## src/rtl/forwarding_hazard_ctrl.sv

```systemverilog
// forwarding_hazard_ctrl: EX-stage forwarding selects plus load-use/branch stall and debug halt sequencing
// Ports:
//   i_clk, i_reset (async, active-low)
//   i_ifid_rs/i_ifid_rt, i_id_branch            : consumer instruction in ID
//   i_idex_rd/_regwrite/_memread                : producer in EX
//   i_exmem_rd/_regwrite                        : producer in MEM
//   i_halt_req (level), i_step (pulse)          : debug control
//   o_corto_register_A/B                        : registered ALU operand selects (001=EX/MEM, 010=MEM/WB, else ID/EX)
//   o_stall, o_flush_idex, o_halted             : pipeline control
//   o_stall_count                               : saturating count of bubble cycles
module forwarding_hazard_ctrl #(
  parameter int BITS_REGS          = 5,
  parameter int BITS_CORTOCIRCUITO = 3,
  parameter int BITS_COUNT         = 32
) (
  input  logic                          i_clk,
  input  logic                          i_reset,
  input  logic [BITS_REGS-1:0]          i_ifid_rs,
  input  logic [BITS_REGS-1:0]          i_ifid_rt,
  input  logic                          i_id_branch,
  input  logic [BITS_REGS-1:0]          i_idex_rd,
  input  logic                          i_idex_regwrite,
  input  logic                          i_idex_memread,
  input  logic [BITS_REGS-1:0]          i_exmem_rd,
  input  logic                          i_exmem_regwrite,
  input  logic                          i_halt_req,
  input  logic                          i_step,
  output logic [BITS_CORTOCIRCUITO-1:0] o_corto_register_A,
  output logic [BITS_CORTOCIRCUITO-1:0] o_corto_register_B,
  output logic                          o_stall,
  output logic                          o_flush_idex,
  output logic                          o_halted,
  output logic [BITS_COUNT-1:0]         o_stall_count
);
  localparam logic [BITS_CORTOCIRCUITO-1:0] FW_ID    = '0;
  localparam logic [BITS_CORTOCIRCUITO-1:0] FW_EXMEM = BITS_CORTOCIRCUITO'(1);
  localparam logic [BITS_CORTOCIRCUITO-1:0] FW_MEMWB = BITS_CORTOCIRCUITO'(2);
  typedef enum logic [1:0] {RUN, BSTALL, HALT, STEP} state_t;
  state_t                          state_q, state_d;
  logic [1:0]                      cnt_q, cnt_d;
  logic [BITS_CORTOCIRCUITO-1:0]   sel_a_q, sel_a_d, sel_b_q, sel_b_d;
  logic [BITS_COUNT-1:0]           count_q, count_d;
  logic ex_rs, ex_rt, mem_rs, mem_rt;
  logic load_haz, br_haz, br_long, hazard;
  logic [BITS_CORTOCIRCUITO-1:0]   next_a, next_b;
  // r0 is hardwired, so a producer targeting it never forwards or stalls
  assign ex_rs  = i_idex_regwrite  && i_idex_rd  != '0 && i_idex_rd  == i_ifid_rs;
  assign ex_rt  = i_idex_regwrite  && i_idex_rd  != '0 && i_idex_rd  == i_ifid_rt;
  assign mem_rs = i_exmem_regwrite && i_exmem_rd != '0 && i_exmem_rd == i_ifid_rs;
  assign mem_rt = i_exmem_regwrite && i_exmem_rd != '0 && i_exmem_rd == i_ifid_rt;
  assign next_a = ex_rs ? FW_EXMEM : mem_rs ? FW_MEMWB : FW_ID;
  assign next_b = ex_rt ? FW_EXMEM : mem_rt ? FW_MEMWB : FW_ID;
  assign load_haz = i_idex_memread && (ex_rs || ex_rt);
  // branches compare in ID, so any in-flight producer stalls; one still in EX needs two cycles
  assign br_haz   = i_id_branch && (ex_rs || ex_rt || mem_rs || mem_rt);
  assign br_long  = i_id_branch && (ex_rs || ex_rt);
  assign hazard   = load_haz || br_haz;
  always_comb begin
    state_d      = state_q;
    cnt_d        = cnt_q;
    sel_a_d      = sel_a_q;
    sel_b_d      = sel_b_q;
    o_stall      = 1'b0;
    o_flush_idex = 1'b0;
    case (state_q)
      RUN, STEP: begin
        if (hazard) begin
          o_stall      = 1'b1;
          o_flush_idex = 1'b1;
          sel_a_d      = FW_ID;
          sel_b_d      = FW_ID;
          cnt_d        = br_long ? 2'd1 : cnt_q;
          // a pending halt waits for the bubble; a step returns to HALT afterwards
          state_d      = br_long ? BSTALL : (state_q == STEP && i_halt_req) ? HALT : RUN;
        end else begin
          sel_a_d = next_a;
          sel_b_d = next_b;
          state_d = i_halt_req ? HALT : RUN;
        end
      end
      BSTALL: begin
        o_stall      = 1'b1;
        o_flush_idex = 1'b1;
        sel_a_d      = FW_ID;
        sel_b_d      = FW_ID;
        cnt_d        = cnt_q - 2'd1;
        state_d      = (cnt_d == 2'd0) ? RUN : BSTALL;
      end
      default: begin
        o_stall = 1'b1;
        state_d = i_step ? STEP : i_halt_req ? HALT : RUN;
      end
    endcase
  end
  assign count_d = (o_flush_idex && count_q != '1) ? count_q + BITS_COUNT'(1) : count_q;
  always_ff @(posedge i_clk or negedge i_reset) begin
    if (!i_reset) begin
      state_q <= RUN;
      cnt_q   <= '0;
      sel_a_q <= FW_ID;
      sel_b_q <= FW_ID;
      count_q <= '0;
    end else begin
      state_q <= state_d;
      cnt_q   <= cnt_d;
      sel_a_q <= sel_a_d;
      sel_b_q <= sel_b_d;
      count_q <= count_d;
    end
  end
  assign o_corto_register_A = sel_a_q;
  assign o_corto_register_B = sel_b_q;
  assign o_halted           = state_q == HALT;
  assign o_stall_count      = count_q;
endmodule

```

## config.mk

```make
export PLATFORM = sky130hd
export DESIGN_NAME = forwarding_hazard_ctrl
export DESIGN_NICKNAME = d
export VERILOG_FILES = /design/src/rtl/forwarding_hazard_ctrl.sv
export SDC_FILE = /design/constraint.sdc
export NUM_CORES = 1
export LEC_CHECK = 0
export CORE_ASPECT_RATIO = 1.25
export CORE_MARGIN = 5
export CORE_UTILIZATION = 32
export CTS_CLUSTER_SIZE = 14
export DETAILED_ROUTE_END_ITERATION = 7
export SKIP_LAST_GASP = 1
export SYNTH_ARGS = -nofsm -noshare
export SYNTH_HDL_FRONTEND = slang
export SYNTH_SLANG_ARGS = --single-unit
```

## constraint.sdc

```tcl
create_clock -name i_clk -period 2.4 [get_ports i_clk]
set_input_delay 0.36 -clock i_clk [delete_from_list [all_inputs] [get_ports i_clk]]
set_output_delay 0.36 -clock i_clk [all_outputs]
set_load 0.02 [all_outputs]
```

==> flow_summary.toml <==
[run_status]
status = "completed"

[grt]
grt_first_pass_wirelength_um = 9390
global_route.usage.total_pct = 12.8
grt-ovfl-total = 0
grt_pass1_vias = 2109
grt_start_max_net_pins = 29
antenna_found_initial = 0

[die]
dieArea_um2 = 9040
die_h_um = 105
ios = 69
core_area_um2 = 7020
num_rows = 34
start_util_pct = 33.0
chipWidth_um = 86.1

[setup_path]
regToRegSetupSlack_ns = 0.14
path_max_fanout = 2
required_ns = 2.04
slowest_stage = "or4_4"
critical-path-max-stage-delay_ns = 0.53
crit_chain = "dlygate4sd2_1 -> or4_4 -> o211ai_1 -> a211oi_2 -> nor3_2 -> inv_1 -> buf_6"
critPathKind = "in2out"
startpoint_type = "input port"
cp-startpoint = "i_exmem_rd[2]"
critPathCaptureType = "output pin"
r2r_start = "o_stall_count[16]"
cp.arrival_ns = 1.91

[timing]
final.setup.tns_ns = 0
fmax_mhz = 441
hold_viol_final = 0
period_needed_ns = 2.27
finalSetupViolCount = 0
fin_ws_ns = 0.133
fin_crit_sh_pct = 94.5
skew_ns = 0.00235
maxSlewViolCount = 0

[layout]
final_common_cell = "clkdlybuf4s50_1"
num-fill-cells = 678
mostFrequentLayoutCells = "50 x clkdlybuf4s50_1, 40 x dfrtp_1, 36 x buf_4"
multiInputGateArea_um2 = 1300
synthToLayoutAreaGrowth_pct = 52.8
layout-drive-gt1-share_pct = 21.2
fin_nets = 377
antenna_cells = 0
fin_cells = 435
seq_area_um2 = 1000
fin_area_um2 = 3530

[routing]
ant_nets = 0
drtIter0Drc = 90
drcViolationCount = 0
wirelength_um = 5840
routedWlPerCell_um = 13.4
drtPass1Iterations = 4
num_vias = 2074
viasPerCell = 4.77

[yosys]
synthAdderAreaFrac_pct = 2.70
ys_types = 43
synth-edff-count = 0
synthTopCellsByArea = "dfrtp_1 43%, xor2_1 12%, xnor2_1 6.8%, nor3_1 3.5%, nor2_1 2.9%"
synth_top_area_share_pct = 43.3
synth_xor_area_share_pct = 19.3
synthesis.area_um2 = 2310
syn_area_per_cell_um2 = 9.76
syn-instance-count = 237
seq_area_frac_synth_pct = 43.3
synth_mux_area_share_pct = 0.487
yosys_warnings = 0
synth_compound_area_share_pct = 8.11
synth_top_family_by_area = "simple AND/OR/NAND/NOR gates"
async_reset_ff_share_pct = 100
synthFlopType = "dfrtp_1"
synthSimpleGateAreaFrac_pct = 21.6
ys_ff_latch = 40
post-synth-top-area-cell = "dfrtp_1"

[pwr]
power-per-cell-area_nw_per_um2 = 643
p_int_mw = 1.46
power_frac_seq_pct = 36.6
p_sw_share_pct = 35.8
p_clk_share_pct = 20.0
combPwrFrac_pct = 43.4
power.switching_mw = 0.814
p_leak_nw = 1.63
totalPowerFinal_mw = 2.27
max-vdd-ir-drop_mv = 0.321

[placed_design]
place_congestion = 0.814
placed_area_um2 = 3330
place.detailed.hpwl_um = 4650
pre_cts_slack_ns = -0.573
port_buffers = 66
dp_cells = 425

[clocking]
clkTransAtPathRegs_ns = 0.08
clk_latency_ns = 0.28
cts_tree = "built"
numCtsBuffers = 5
cts-root-buf = "clkbuf_8"
clock_sinks = 40
ctsHtreeMaxLevel = 2
clockBufferDepth = 2

[run]
cap_violations = 0

[hold_path]
worstHoldPathType = "in2async"
-- synth_stat cells, types with 2 or more instances --
library cell  instances
a21oi_1               5
a22o_1                2
and3_1                2
buf_4                 2
buf_6                 2
dfrtp_1              40
ha_1                  5
inv_1                16
nand2_1              17
nand3_1              12
nand4_1               3
nor2_1               18
nor3_1               16
nor4_1               10
o211ai_1              2
o21ai_0               5
o31ai_1               2
or3_1                 4
xnor2_1              18
xor2_1               33
-- cell families (layout without fill, tap and decap cells) --
logic type | count (synthesis) | after routing
simple gates | 94 | 94
xor+xnor | 51 | 51
flops | 40 | 40
compound gates | 24 | 24
buf+inv | 21 | 128
fa+ha+maj | 5 | 5
other cells | 1 | 2
mux | 1 | 1
-- worst max-delay path: cells and delay by family --
family,cells,cell delay [ns]
buf+inv,3,0.45
simple gates,2,0.71
compound gates,2,0.39
-- final cells by class --
class,count,share of cell area [%]
clock buffer,6,2.34
clock inverter,2,0.283
inverter,16,1.70
multi-input combinational,177,36.9
sequential,40,28.3
tap,90,3.19
timing repair buffer,104,27.3
-- final timing paths --
kind	to	cells past startpoint
worst min register to register	o_stall_count[17]	1
worst max-delay path	o_flush_idex	7
max in group asynchronous	o_stall_count[14]	3
min in group i_clk	o_stall_count[17]	1
worst max register to register	o_stall_count[1]	7
worst min-delay path	o_stall_count[2]	2
-- power by group through the flow --
stage	Combinational (mW)	Sequential (mW)	Clock, mW
global placement	0.972	0.845	0
global route	1.09	0.847	0.495
finish	0.988	0.832	0.454
detailed placement	0.984	0.845	0
floorplan	0.479	0.892	0
CTS	0.989	0.833	0.477
-- registers in the layout, summed over array words and instances, names as in the netlist --
| name | cells |
|---|---|
| o_corto_register_A | 2 |
| o_stall_count | 32 |
| o_corto_register_B | 2 |
| cnt_q | 2 |
| state_q | 2 |
-- metrics by stage --
step	utilization [%]	hold WS, ns
after floorplan	-	0.0644
after global placement	47.4	0.215
after detailed placement	47.4	0.216
after CTS	49.0	0.446
after global routing	50.4	0.485
final	50.4	0.453
-- metal layers --
layer / up-vias / track usage [%] / routed length (um)
met2: 61 / 23.0 / 3060
met4: 0 / 4.41 / 92
met5: - / 0 / 0
met3: 6 / 3.94 / 451
li1: 1024 / - / -
met1: 983 / 13.9 / 2230
-- timing repair --
item                                    CTS  global route
endpoints found under the setup margin    3            15
hold buffers                              1             0
hold endpoints to repair                  7             0
setup buffers                             0             1
pin swaps                                 8             9
gates resized for setup                  22            19
Power figures use the tool's default switching activity.
